===== config.mk =====
export PLATFORM = sky130hd
export DESIGN_NAME = ball_engine
export DESIGN_NICKNAME = d
export VERILOG_FILES = /design/src/rtl/ball_engine.sv
export SDC_FILE = /design/constraint.sdc
export NUM_CORES = 1
export LEC_CHECK = 0
export ABC_AREA = 1
export CORE_ASPECT_RATIO = 1.5
export CORE_MARGIN = 3
export CORE_UTILIZATION = 55
export CTS_CLUSTER_DIAMETER = 30
export DETAILED_ROUTE_END_ITERATION = 7
export PLACE_DENSITY = 0.85
export SLEW_MARGIN = 15
export SYNTH_ARGS = -nofsm -noshare
export SYNTH_HDL_FRONTEND = slang
export SYNTH_SLANG_ARGS = --single-unit

===== constraint.sdc =====
create_clock -name clk -period 4.55 [get_ports clk]
set_clock_uncertainty 0.1 [all_clocks]
set_input_delay 0.91 -clock clk [delete_from_list [all_inputs] [get_ports clk]]
set_output_delay 0.91 -clock clk [all_outputs]
set_load 0.05 [all_outputs]

===== src/rtl/ball_engine.sv =====
// rtl/ball_engine.sv - 2-D Speed Pong ball motion, wall/paddle bounce, speed-up and miss scoring
module ball_engine #(
    parameter int COORD_W     = 10,
    parameter int SCREEN_W    = 640,
    parameter int SCREEN_H    = 480,
    parameter int BALL_SIZE   = 10,
    parameter int PAD_X_L     = 20,
    parameter int PAD_X_R     = 610,
    parameter int PAD_W       = 10,
    parameter int SPEED_MIN   = 1,
    parameter int SPEED_MAX   = 8,
    parameter int SERVE_TICKS = 60
) (
    input  logic               clk,
    input  logic               reset,
    input  logic               tick,
    input  logic               start,
    input  logic [COORD_W-1:0] pad1_top,
    input  logic [COORD_W-1:0] pad1_bot,
    input  logic [COORD_W-1:0] pad2_top,
    input  logic [COORD_W-1:0] pad2_bot,
    output logic [COORD_W-1:0] ball_x,
    output logic [COORD_W-1:0] ball_y,
    output logic               ball_dx_neg,
    output logic               ball_dy_neg,
    output logic [3:0]         speed,
    output logic               score_p1,
    output logic               score_p2,
    output logic [1:0]         state
);

    localparam int CW = $clog2(SERVE_TICKS + 1);

    localparam logic [COORD_W-1:0] X_C    = COORD_W'((SCREEN_W - BALL_SIZE) / 2);
    localparam logic [COORD_W-1:0] Y_C    = COORD_W'((SCREEN_H - BALL_SIZE) / 2);
    localparam logic [COORD_W:0]   X_MAX  = (COORD_W+1)'(SCREEN_W - BALL_SIZE);
    localparam logic [COORD_W:0]   Y_MAX  = (COORD_W+1)'(SCREEN_H - BALL_SIZE);
    localparam logic [COORD_W:0]   BS     = (COORD_W+1)'(BALL_SIZE);
    localparam logic [COORD_W:0]   FACE_L = (COORD_W+1)'(PAD_X_L + PAD_W);
    localparam logic [COORD_W:0]   FACE_R = (COORD_W+1)'(PAD_X_R);
    localparam logic [COORD_W-1:0] X_HIT_R = COORD_W'(PAD_X_R - BALL_SIZE);
    localparam logic [3:0]         SP_MIN = 4'(SPEED_MIN);
    localparam logic [3:0]         SP_MAX = 4'(SPEED_MAX);
    localparam logic [CW-1:0]      CNT_LOAD = CW'(SERVE_TICKS);

    typedef enum logic [1:0] {
        ST_IDLE   = 2'd0,
        ST_SERVE  = 2'd1,
        ST_PLAY   = 2'd2,
        ST_SCORED = 2'd3
    } state_t;

    state_t             st;
    logic [COORD_W-1:0] x_r, y_r;
    logic               dxn_r, dyn_r;
    logic [3:0]         sp_r;
    logic               p1_r, p2_r;
    logic [CW-1:0]      cnt;

    logic [COORD_W:0]   x_e, y_e, s_e;
    logic               ov1, ov2;
    logic [COORD_W-1:0] nx, ny;
    logic               ndx, ndy, hit, miss_l, miss_r;
    logic [3:0]         sp_inc;

    // All geometry is evaluated one bit wider so sums and differences never wrap.
    always_comb begin
        x_e    = {1'b0, x_r};
        y_e    = {1'b0, y_r};
        s_e    = {{(COORD_W-3){1'b0}}, sp_r};
        ov1    = (y_e + BS > {1'b0, pad1_top}) && (y_e < {1'b0, pad1_bot});
        ov2    = (y_e + BS > {1'b0, pad2_top}) && (y_e < {1'b0, pad2_bot});
        sp_inc = (sp_r >= SP_MAX) ? SP_MAX : sp_r + 4'd1;
        ny     = y_r;
        ndy    = dyn_r;
        nx     = x_r;
        ndx    = dxn_r;
        hit    = 1'b0;
        miss_l = 1'b0;
        miss_r = 1'b0;

        if (!dyn_r) begin
            if (y_e + s_e > Y_MAX) begin
                ny  = Y_MAX[COORD_W-1:0];
                ndy = 1'b1;
            end else begin
                ny  = COORD_W'(y_e + s_e);
            end
        end else if (y_e < s_e) begin
            ny  = '0;
            ndy = 1'b0;
        end else begin
            ny  = COORD_W'(y_e - s_e);
        end

        if (dxn_r) begin
            if ((x_e < FACE_L + s_e) && ov1) begin
                nx  = FACE_L[COORD_W-1:0];
                ndx = 1'b0;
                hit = 1'b1;
            end else if (x_e < s_e) begin
                miss_l = 1'b1;
            end else begin
                nx = COORD_W'(x_e - s_e);
            end
        end else begin
            if ((x_e + BS + s_e >= FACE_R) && ov2) begin
                nx  = X_HIT_R;
                ndx = 1'b1;
                hit = 1'b1;
            end else if (x_e + s_e > X_MAX) begin
                miss_r = 1'b1;
            end else begin
                nx = COORD_W'(x_e + s_e);
            end
        end
    end

    always_ff @(posedge clk or posedge reset) begin
        if (reset) begin
            st    <= ST_IDLE;
            x_r   <= X_C;
            y_r   <= Y_C;
            dxn_r <= 1'b0;
            dyn_r <= 1'b0;
            sp_r  <= SP_MIN;
            p1_r  <= 1'b0;
            p2_r  <= 1'b0;
            cnt   <= '0;
        end else begin
            p1_r <= 1'b0;
            p2_r <= 1'b0;
            case (st)
                ST_IDLE: begin
                    if (start) begin
                        st  <= ST_SERVE;
                        cnt <= CNT_LOAD;
                    end
                end
                ST_SERVE: begin
                    if (tick) begin
                        cnt <= cnt - CW'(1);
                        if (cnt == CW'(1))
                            st <= ST_PLAY;
                    end
                end
                ST_PLAY: begin
                    if (tick) begin
                        if (miss_l || miss_r) begin
                            // Recentre immediately so the SCORED cycle already shows the serve position.
                            st    <= ST_SCORED;
                            p1_r  <= miss_r;
                            p2_r  <= miss_l;
                            x_r   <= X_C;
                            y_r   <= Y_C;
                            dxn_r <= miss_l;
                            dyn_r <= 1'b0;
                            sp_r  <= SP_MIN;
                            cnt   <= CNT_LOAD;
                        end else begin
                            x_r   <= nx;
                            y_r   <= ny;
                            dxn_r <= ndx;
                            dyn_r <= ndy;
                            if (hit)
                                sp_r <= sp_inc;
                        end
                    end
                end
                ST_SCORED: begin
                    st <= ST_SERVE;
                end
            endcase
        end
    end

    assign ball_x      = x_r;
    assign ball_y      = y_r;
    assign ball_dx_neg = dxn_r;
    assign ball_dy_neg = dyn_r;
    assign speed       = sp_r;
    assign score_p1    = p1_r;
    assign score_p2    = p2_r;
    assign state       = st;

endmodule


* Word-level counts from Yosys, hierarchy flattened
Index checks and enable logic that the tools add are counted.
Storage, ports and cells: flip-flop bits (word level) 36, input port bits 44, output and inout port bits 30, logic and storage cells 100
Operators by class: add/sub/neg operators 10, $lt $le $gt $ge 11, eq/ne operators 11, muxes and demuxes 46, reductions and logical operators 13
Operators with widths (number):
- 10-bit two-way mux | 10
- 6-bit two-way mux | 4
- 10-bit by 4-bit adder with 11-bit output | 2
- 10-bit by 4-bit adder with 11-bit output (second input constant) | 2
- 11-bit by 10-bit greater-than comparator with 1-bit output | 2
- 1-bit two-way mux | 22
- 10-bit less-than comparator | 2
- 10-bit by 4-bit less-than comparator with 1-bit output | 2
- 10-bit by 4-bit subtractor with 10-bit output | 2
- 6-bit one-hot mux with 3 select lines | 1
- 4-bit two-way mux | 3
- 11-bit by 4-bit adder with 11-bit output | 1
- 11-bit by 10-bit >= comparator with 1-bit output (second input constant) | 1
- 11-bit by 10-bit greater-than comparator with 1-bit output (second input constant) | 1
- 11-bit by 9-bit greater-than comparator with 1-bit output (second input constant) | 1
- 10-bit by 6-bit less-than comparator with 1-bit output | 1
- 2-bit two-way mux | 5
- 2-bit inequality test (second input constant) | 5
- 5-bit AND reduction | 2
- 4-bit by 3-bit inequality test with 1-bit output (second input constant) | 2
- 2-bit one-hot mux with 4 select lines | 1
- 5-bit by 4-bit adder with 6-bit output (first input constant) | 1
- 6-bit by 1-bit equality test with 1-bit output (second input constant) | 1
- 6-bit by 1-bit subtractor with 6-bit output (second input constant) | 1
- 12 further kinds | 16

* Longest topological paths before layout
depth in word-level cells 10, mapped depth 22, gate-level depth less buffers 21

* Worst setup path after synthesis
OpenSTA, ideal clock, no wires.
path kind reg-to-reg, start point register sp_r[1] (netlist: speed[1]), end point register x_r[9] (netlist: ball_x[9]), setup time 0.129 ns, data arrival time 3.486 ns, required time 4.321 ns, path slack 0.835 ns, stages on the path, launching flop included 21, path buffers 1, period minus slack after synthesis 3.715 ns, cells stage by stage dfrtp_1 inv_1 ha_1 inv_1 ha_1 fa_1 nand3_1 nand3_1 nand3_1 nand2_1 nor2_2 o21ai_1 nand2_1 nand3_1 nand2_2 nand3_4 nand3_4 inv_4 buf_8 nand2_1 o21ai_1
Between the ends: cells in the longest elaborated chain, start to end 8, elaborated cells between the ends (all ways) 26, classes of those cells 4 x add/sub; 4 x order compare; 2 x eq/ne; 12 x mux; 4 x reduce/logical
RTL lines:
- start, declared | RTL line 56 | logic [3:0] sp_r;
- start signal, assigned | RTL line 166 | sp_r <= sp_inc;
- 10-bit by 4-bit adder with 11-bit output (tied with other cells) | RTL line 114 | nx = COORD_W'(x_e + s_e);
- 11-bit by 10-bit greater-than comparator with 1-bit output (tied with other cells) | RTL line 111 | end else if (x_e + s_e > X_MAX) begin
- 1-bit two-way mux (tied with other cells) | RTL line 111
- 1-bit two-way mux (on tied branches) | RTL line 107, 97
- 1-bit two-way mux | RTL line 96 | if (dxn_r) begin
- 1-bit logical OR | RTL line 149 | if (miss_l || miss_r) begin
- 4-bit by 3-bit inequality test with 1-bit output (no source line)
- 4-bit AND reduction (no source line)
- end signal, assigned | RTL line 161 | x_r <= nx;
- end, declared | RTL line 54 | logic [COORD_W-1:0] x_r, y_r;
Parallel ways exist; a longest one is shown, timed or not. The select of a mux whose other input is x is not followed. A chain may end at the register's enable or synchronous reset.

* Worst setup path after layout
start point register sp_r[1] (netlist: speed[1]), end point register cnt[0]
Between the ends: cells in the longest elaborated chain, start to end 8, elaborated cells between the ends (all ways) 18, classes of those cells 3 x add/sub; 4 x order compare; 1 x eq/ne; 6 x mux; 4 x reduce/logical
RTL lines:
- 10-bit by 4-bit adder with 11-bit output (tied with other cells)
- 11-bit by 10-bit greater-than comparator with 1-bit output (tied with other cells) | RTL line 111
- 1-bit two-way mux (tied with other cells) | RTL line 111
- 1-bit two-way mux (on tied branches) | RTL line 107, 97
- 1-bit two-way mux | RTL line 96
- 1-bit logical OR (*) | RTL line 149
- 2-bit inequality test (no source line) (*)
- 5-bit AND reduction (no source line) (*)
- end signal, assigned | RTL line 142 | cnt <= cnt - CW'(1);
- end, declared | RTL line 58 | logic [CW-1:0] cnt;
Every way passes the cells marked *; elsewhere a longest branch is shown, timed or not.

==> results.yml <==
timing:
  period_share_pct: 85.5
  min_period_ns: 3.89
  setup_violations: 0
  worst_pin_slew_ns: 0.746
  rsz0062_at_grt: "no"
  slew_viol_final: 0
  setup_ws_ns: 0.661
  fmax_mhz: 257
  relSlewSlack_pct: 50.3
  tns_ns: 0
  hold_viol_final: 0
yosys:
  synth_edf_count: 0
  synth_compound_area_share_pct: 12.4
  synth_top_family_by_area: "simple AND/OR/NAND/NOR gates"
  synthAdderAreaFrac_pct: 22.6
  ys_seq_elements: 36
  synthSimpleGateAreaFrac_pct: 31.9
  async_flop_share_pct: 100
  ys.flop_type: "dfrtp_1"
  synth_xor_xnor_area_share_pct: 4.12
  yosysSeqAreaShare_pct: 18.7
  synthCells: 704
  yosys.cell_count.top_type: "nand2_1"
  avgSynthCellArea_um2: 6.95
  synth_mux_area_share_pct: 0
  yosysWarnings: 0
  yosysTopAreaCellShare_pct: 19.7
  synth_area_mm2: 0.00489
  syn_nets: 832
  synth_top_area_cell: "ha_1"
  ys_top_cells_by_area: "ha_1 20%, dfrtp_1 12%, nand2_1 12%"
  ys_types: 50
  synth_commonest_cells: "152 x nand2_1, 105 x inv_1, 77 x ha_1"
routing:
  totalWireLength_um: 14000
  avgRoutedWirePerCell_um: 15.8
  vias: 5026
  antenna_left: 0
  drc: 0
  dr.pass1.iters: 5
  drt_iter0_drc: 253
  via_per_inst: 5.68
worst_setup_path:
  critPathRequiredTime_ns: 4.61
  cp-start-kind: "flip-flop"
  path_max_fanout: 11
  ff2ff_setup_slack_ns: 0.66
  cp.arrival_ns: 3.95
  cp-end-kind: "flip-flop"
  critPathKind: "flip-flop to flip-flop"
power:
  vdd_ir_drop_max_mv: 0.380
  power_density_mw_per_mm2: 723
  leakage_nw: 3.01
clock_tree:
  cts_tree: "yes"
  clk_latency_ns: 0.27
  cts.sinks: 36
  htreeDepth: 2
  post-cts-setup-buffer-count: 0
  holdBufCountCts: 0
  numCtsBuffers: 5
  cts_root_buffer: "clkbuf_16"
  clock_path_buffers: 2
  clk_pin_slew_ns: 0.06
  post_cts_resized: 0
global_route:
  antenna_found_initial: 0
  grt_max_degree: 31
  grt_pass1_wl_um: 23300
  grt_pass1_vias: 5168
  grt.total_usage_pct: 27.8
  grt_overflow: 0
floorplan:
  die_h_um: 122
  core_area_mm2: 0.00852
  num_rows: 41
  start_util_pct: 57.5
  io_pins: 74
  die_x_um: 83.0
  dieArea_mm2: 0.0101
layout:
  areaGrowthSynthToFinish_pct: 20.0
  drive_gt1_share_pct: 8.74
  fill_cells: 739
  nNetsFinal: 905
  diodes: 0
place:
  place.gp.congestion: 0.969
  port_buffers: 73
  dpl_worst_slack_ns: 0.732
  post-dp-hpwl_um: 11300
run:
  cap_violations: 0
hold_path:
  min_path_type: "flip-flop to flip-flop"
run_status:
  outcome: "completed"
## registers in the layout (all words and copies together), names as in the netlist
signal,cells
ball_x,10
ball_y,10
cnt,6
speed,4
state,2
ball_dx_neg,1
ball_dy_neg,1
score_p1,1
score_p2,1
## through the flow
stage	total power [mW]	utilization (%)	instances	hold WS, ns	area (um2)
finish	4.25	69.0	885	0.369	5870
global route	4.64	69.0	885	0.407	5870
CTS	4.22	69.0	885	0.378	5870
detailed placement	3.81	67.0	877	0.363	5710
global placement	3.72	67.0	877	0.358	5710
floorplan	2.96	-	704	0.342	4890
## power breakdown
part,internal (mW),total (mW),switching (mW)
clock network,0.257,0.387,0.130
registers,0.488,0.788,0.301
logic,1.09,3.07,1.98
total,1.84,4.25,2.41
## routing by layer
metal	share of wire [%]	routed length [um]	global-route usage (%)
met5	0	0	0
met4	5.9	824	17.2
met3	4.0	558	2.38
met2	52	7310	52.7
met1	38	5280	29.5
## cell families (layout without fill, tap and decap cells)
kind of cell / count (synthesis) / count (layout)
simple gates: 334 / 334
buf+inv: 124 / 198
compound gates: 103 / 103
fa+ha+maj: 84 / 84
flops: 36 / 36
xor+xnor: 23 / 23
## worst paths after layout
| path | end | startpoint | cells after the start |
|---|---|---|---|
| worst max-delay path | cnt[0]$_DFFE_PP0P_ | speed[1]$_DFFE_PP0P_ | 19 |
| worst min-delay path | cnt[1]$_DFFE_PP0P_ | cnt[1]$_DFFE_PP0P_ | 2 |
| worst max register to register | cnt[0]$_DFFE_PP0P_ | speed[1]$_DFFE_PP0P_ | 19 |
| worst min register to register | cnt[1]$_DFFE_PP0P_ | cnt[1]$_DFFE_PP0P_ | 2 |
| max in group asynchronous | ball_y[0]$_DFFE_PP1P_ | reset | 3 |
| min in group asynchronous | score_p2$_DFF_PP0_ | reset | 2 |
## critical path, cell delays in order, from the launching register on
cell and delay (ns):
dfrtp_1 0.57, inv_1 0.31, ha_1 0.43, inv_1 0.06, ha_1 0.24, fa_1 0.42
nand3_1 0.13, nand3_1 0.16, nand3_1 0.11, nand2_1 0.07, nor2_2 0.12, o21ai_1 0.07
nand2_1 0.05, nand3_1 0.07, nand2_2 0.20, nand3_4 0.18, nand3_4 0.16, nand3_2 0.16
nand2_1 0.12, nand2_1 0.05
## layout by cell type, fill, tap and decap left out, types with 3 or more instances in the layout
cell and count:
nand4_1 22, nor3_1 8, nand2_1 152, nand3_4 3, nand3_1 47, dfstp_2 13
inv_2 6, o31ai_1 4, fa_1 7, inv_1 104, nand3_2 5, ha_1 77
clkdlybuf4s50_1 73, a21oi_2 8, nand3b_1 5, a21oi_1 36, nor2_1 70, xor2_1 20
nand2_2 11, o21ai_0 37, dfrtp_1 23, o21ai_1 3, xnor2_1 3, clkbuf_16 5
o211ai_1 4
## final cells by class
cell class	count	area (um2)	share of cell area, %
tap	107	134	2.28
inverter	115	438	7.45
clock buffer	5	125	2.13
sequential	36	917	15.6
clock inverter	3	42.5	0.724
timing repair buffer	75	746	12.7
multi-input combinational	544	3470	59.1
(Power assumes the default switching activity.)
